<file path="config.mk">
export PLATFORM = sky130hd
export DESIGN_NAME = t09_score_tracker
export DESIGN_NICKNAME = d
export VERILOG_FILES = /design/src/rtl/t09_score_tracker.sv
export SDC_FILE = /design/constraint.sdc
export NUM_CORES = 1
export LEC_CHECK = 0
export CAP_MARGIN = 25
export CORE_MARGIN = 5
export CORE_UTILIZATION = 30
export CTS_CLUSTER_DIAMETER = 80
export CTS_CLUSTER_SIZE = 16
export DETAILED_ROUTE_END_ITERATION = 12
export PLACE_DENSITY = 0.52
export SYNTH_ARGS = -nofsm -noshare
export SYNTH_HDL_FRONTEND = slang
export SYNTH_SLANG_ARGS = --single-unit
</file>
<file path="constraint.sdc">
create_clock -name clk -period 7.4 [get_ports clk]
set_input_delay 1.85 -clock clk [delete_from_list [all_inputs] [get_ports clk]]
set_output_delay 1.85 -clock clk [all_outputs]
set_load 0.05 [all_outputs]
</file>
<file path="src/rtl/t09_score_tracker.sv">
// Game score / session high score in 2-digit BCD plus the idle/play/over/win state machine.
// One-cycle latency from collision pulses to outputs; no backpressure, every pulse is acted on or ignored.
module t09_score_tracker #(
   parameter int MAX_SCORE = 50
) (
   input  logic       clk,
   input  logic       nRst,
   input  logic       start_i,
   input  logic       goodColl,
   input  logic       badColl,
   output logic [7:0] score_bcd,
   output logic [7:0] highScore_bcd,
   output logic [1:0] state_o,
   output logic       gameOver,
   output logic       win,
   output logic       newHigh,
   output logic       scoreInc
);

   localparam logic [3:0] MAX_TENS = 4'(MAX_SCORE / 10);
   localparam logic [3:0] MAX_ONES = 4'(MAX_SCORE % 10);
   localparam logic [7:0] MAX_BCD  = {MAX_TENS, MAX_ONES};

   typedef enum logic [1:0] {
      IDLE = 2'b00,
      PLAY = 2'b01,
      OVER = 2'b10,
      WIN  = 2'b11
   } state_t;

   state_t     state;
   logic [7:0] inc_score;

   // Score is capped at MAX_SCORE (<= 99), so the tens digit never carries out.
   always_comb begin
      inc_score = score_bcd;
      if (score_bcd[3:0] == 4'd9) begin
         inc_score = {score_bcd[7:4] + 4'd1, 4'd0};
      end else begin
         inc_score = {score_bcd[7:4], score_bcd[3:0] + 4'd1};
      end
   end

   always_ff @(posedge clk or negedge nRst) begin
      if (!nRst) begin
         state         <= IDLE;
         score_bcd     <= 8'h00;
         highScore_bcd <= 8'h00;
         newHigh       <= 1'b0;
         scoreInc      <= 1'b0;
      end else begin
         scoreInc <= 1'b0;
         case (state)
            PLAY: begin
               if (badColl) begin
                  state <= OVER;
               end else if (goodColl) begin
                  score_bcd <= inc_score;
                  scoreInc  <= 1'b1;
                  if (inc_score == MAX_BCD) begin
                     state <= WIN;
                  end
                  // Packed BCD compares correctly as plain binary.
                  if (inc_score > highScore_bcd) begin
                     highScore_bcd <= inc_score;
                     newHigh       <= 1'b1;
                  end
               end
            end
            default: begin
               if (start_i) begin
                  state     <= PLAY;
                  score_bcd <= 8'h00;
                  newHigh   <= 1'b0;
               end
            end
         endcase
      end
   end

   assign state_o  = state;
   assign gameOver = (state == OVER);
   assign win      = (state == WIN);

endmodule

</file>
==> results.json <==
{
  "postRouteAntennaNets": 0,
  "die_h_um": 74.4,
  "crit_chain": "clkdlybuf4s50_1, nand4bb_1, a21oi_1, o221ai_4, mux2_1",
  "timing.rr.start": "score_bcd[0]$_DFFE_PN0P_",
  "async_reset_ff_share_pct": 100,
  "clock-sinks": 20,
  "cts_tree": "built",
  "fin_crit_sh_pct": 48.6,
  "dieArea_mm2": 0.00554,
  "whs_endpoint": "newHigh$_DFFE_PN0P_",
  "synth_cell_types": 39,
  "postCtsResizedCells": 0,
  "hp-class": "reg2reg",
  "cts_setup_buffers": 0,
  "diodes": 0,
  "drc_errors": 0,
  "final_area_mm2": 0.00161,
  "syn-instance-count": 128,
  "clkTransAtPathRegs_ns": 0.08,
  "final_max_slew_viol_count": 0,
  "max_stage_delay_ns": 0.48,
  "drive_above_1_share_pct": 7.14,
  "finalWeightedCongestion": 0.797,
  "outcome": "complete, no violations",
  "gr-usage-all-layers_pct": 10.9,
  "synth_edf_count": 0,
  "end_kind": "flip-flop",
  "ys_seq_area_share_pct": 40.2,
  "vias": 957,
  "root_buffer": "clkbuf_8",
  "ys_ff_latch": 20,
  "crit_buf_inv": 1,
  "dr.pass1.iters": 3,
  "fmax_ghz": 0.278,
  "worstHoldStart": "newHigh$_DFFE_PN0P_",
  "slew_headroom_pct": 62.9,
  "p_per_area_mw_per_mm2": 239,
  "wire_per_inst_um": 13.4,
  "irDropWorstVdd_mv": 0.182,
  "finalNetCount": 169,
  "grt_pass1_vias": 996,
  "antenna_found_initial": 0,
  "port_buffers": 26,
  "leakage_nw": 0.774,
  "ios": 27,
  "start_util_pct": 31.1,
  "syn_nets": 142,
  "nFillCells": 402,
  "crit_path_top_delay_cell": "nand4bb_1",
  "setup-tns-final_ns": 0,
  "fin_worst_skew_ns": 0.00514,
  "whs_path_depth": 2,
  "worstPathRequired_ns": 7.54,
  "area_delta_synth_final_pct": 29.0,
  "crit_family": "compound AO/OA/AOI/OAI gates",
  "grt_pass1_wl_um": 4620,
  "num_rows": 23,
  "drt-total-wl_um": 2730,
  "clockBufferDepth": 2,
  "ff2ff_path_depth": 9,
  "dieWidth_um": 74.4,
  "rsz0062_at_grt": "false",
  "setup-violations-final": 0,
  "layout_min_cycle_time_ns": 3.59,
  "syn-cell-area_mm2": 0.00124,
  "maxCapViolCount": 0,
  "synth_area_leaders": "dfrtp_1 40%, ha_1 9.0%, inv_1 5.1%, nand2_1 3.9%, mux2i_1 3.2%",
  "placed_area_mm2": 0.00154,
  "synth_area_leader_cell": "dfrtp_1",
  "rrSetupSlack_ns": 4.37,
  "path_class": "in2reg",
  "fp.coreArea_mm2": 0.00400,
  "hold_viol_final": 0,
  "syn_area_per_cell_um2": 9.73,
  "worst_pin_slew_ns": 0.555,
  "numCtsBuffers": 3,
  "via_per_inst": 4.69,
  "drtIter0Drc": 19,
  "yosys_most_used_dff": "dfrtp_1",
  "htree_num_levels": 1,
  "ctsHoldBuffers": 0,
  "worstSkewPairLatency_ns": 0.26,
  "grt_overflow": 0,
  "yosysTopAreaCellShare_pct": 40.2,
  "cp-start-kind": "primary input",
  "r2r_end": "highScore_bcd[5]$_DFFE_PN0P_",
  "critPathArrivalTime_ns": 3.73,
  "grt_max_degree": 21,
  "yosysWarnings": 0,
  "dp_hpwl_um": 2070,
  "path_max_fanout": 11
}
-- through the flow --
step                      utilization [%]  instances  power (W)  setup WS [ns]  hold WS (ns)
after CTS                            39.8        203   0.000388           3.78         0.533
after floorplan                         -        128   0.000249           4.10         0.745
after global placement               38.4        199   0.000299           3.55         0.503
final                                40.2        204   0.000384           3.81         0.522
after global routing                 40.2        204   0.000407           3.66         0.554
after detailed placement             38.4        199   0.000300           3.50         0.514
-- sequential cells by signal, summed over array words and instances, names as in the netlist --
signal         flops
state_o            2
score_bcd          8
newHigh            1
scoreInc           1
highScore_bcd      8
-- kinds of logic after synthesis --
logic type	share of synthesized area, %
flops	40.2
simple gates	14.8
xor+xnor	4.12
fa+ha+maj	9.05
buf+inv	7.94
compound gates	15.9
mux	8.04
-- cell type report --
cell class	instances	area [um^2]	area share (%)
multi-input cells	85	646	40.2
flip-flops and latches	20	500	31.2
repair buffers	27	275	17.1
inverters	18	67.6	4.21
well taps	50	62.6	3.89
clock buffers	4	55.1	3.43
-- where the power goes --
group	total (W)	switching (W)	leakage (nW)	internal (W)
sequential	0.000141	0.0000212	0.252	0.000120
clock	0.0000847	0.0000374	0.0288	0.0000473
combinational	0.000158	0.000103	0.493	0.0000555
total	0.000384	0.000161	0.774	0.000222
-- cells in the mapped netlist (all sizes together) (2+ instances only) --
master  number
dfrtp       20
nor2b        2
o21ai       12
and4         3
xnor2        3
a21oi        7
xor2         2
ha           9
mux2i        4
inv         18
nor2         2
clkbuf       2
nand2b       4
buf          3
mux2         5
nand2       13
nand3        5
-- layout by cell type (no fill, tap or decap), types with 2 or more instances in the layout --
| master | Yosys | layout |
|---|---|---|
| clkdlybuf4s50_1 | 0 | 26 |
| nand3_1 | 5 | 5 |
| inv_1 | 17 | 17 |
| and4_1 | 2 | 2 |
| mux2_1 | 3 | 3 |
| o21ai_0 | 4 | 4 |
| mux2i_1 | 4 | 4 |
| xnor2_1 | 2 | 2 |
| a21oi_1 | 7 | 7 |
| o21ai_1 | 8 | 8 |
| clkbuf_8 | 0 | 4 |
| ha_1 | 9 | 9 |
| nand2b_1 | 4 | 4 |
| nor2b_1 | 2 | 2 |
| nand2_1 | 13 | 13 |
| xor2_1 | 2 | 2 |
| nor2_1 | 2 | 2 |
| dfrtp_1 | 20 | 20 |
-- per-layer routing --
layer | track usage, % | share of wire (%)
met5 | 0 | 0
met4 | 4.15 | 1.9
met3 | 2.57 | 4.1
met2 | 18.4 | 49
met1 | 13.4 | 45
-- tightest hold or removal path, cell delays in order, from the launching register on --
cell	delay [ns]
dfrtp_1	0.38
inv_1	0.05
a21boi_1	0.05
-- how the worst max path moves through the flow --
stage,from,to,slack (ns),cells past startpoint
2_1_floorplan,state_o[1]$_DFFE_PN0P_,gameOver,4.10,1
3_3_place_gp,badColl,highScore_bcd[3]$_DFFE_PN0P_,3.55,5
3_5_place_dp,badColl,highScore_bcd[3]$_DFFE_PN0P_,3.50,5
4_1_cts,badColl,highScore_bcd[4]$_DFFE_PN0P_,3.78,5
5_1_grt,badColl,highScore_bcd[4]$_DFFE_PN0P_,3.66,5
6_report,badColl,highScore_bcd[4]$_DFFE_PN0P_,3.81,5
Note: power is estimated with default switching activity, not from simulation.
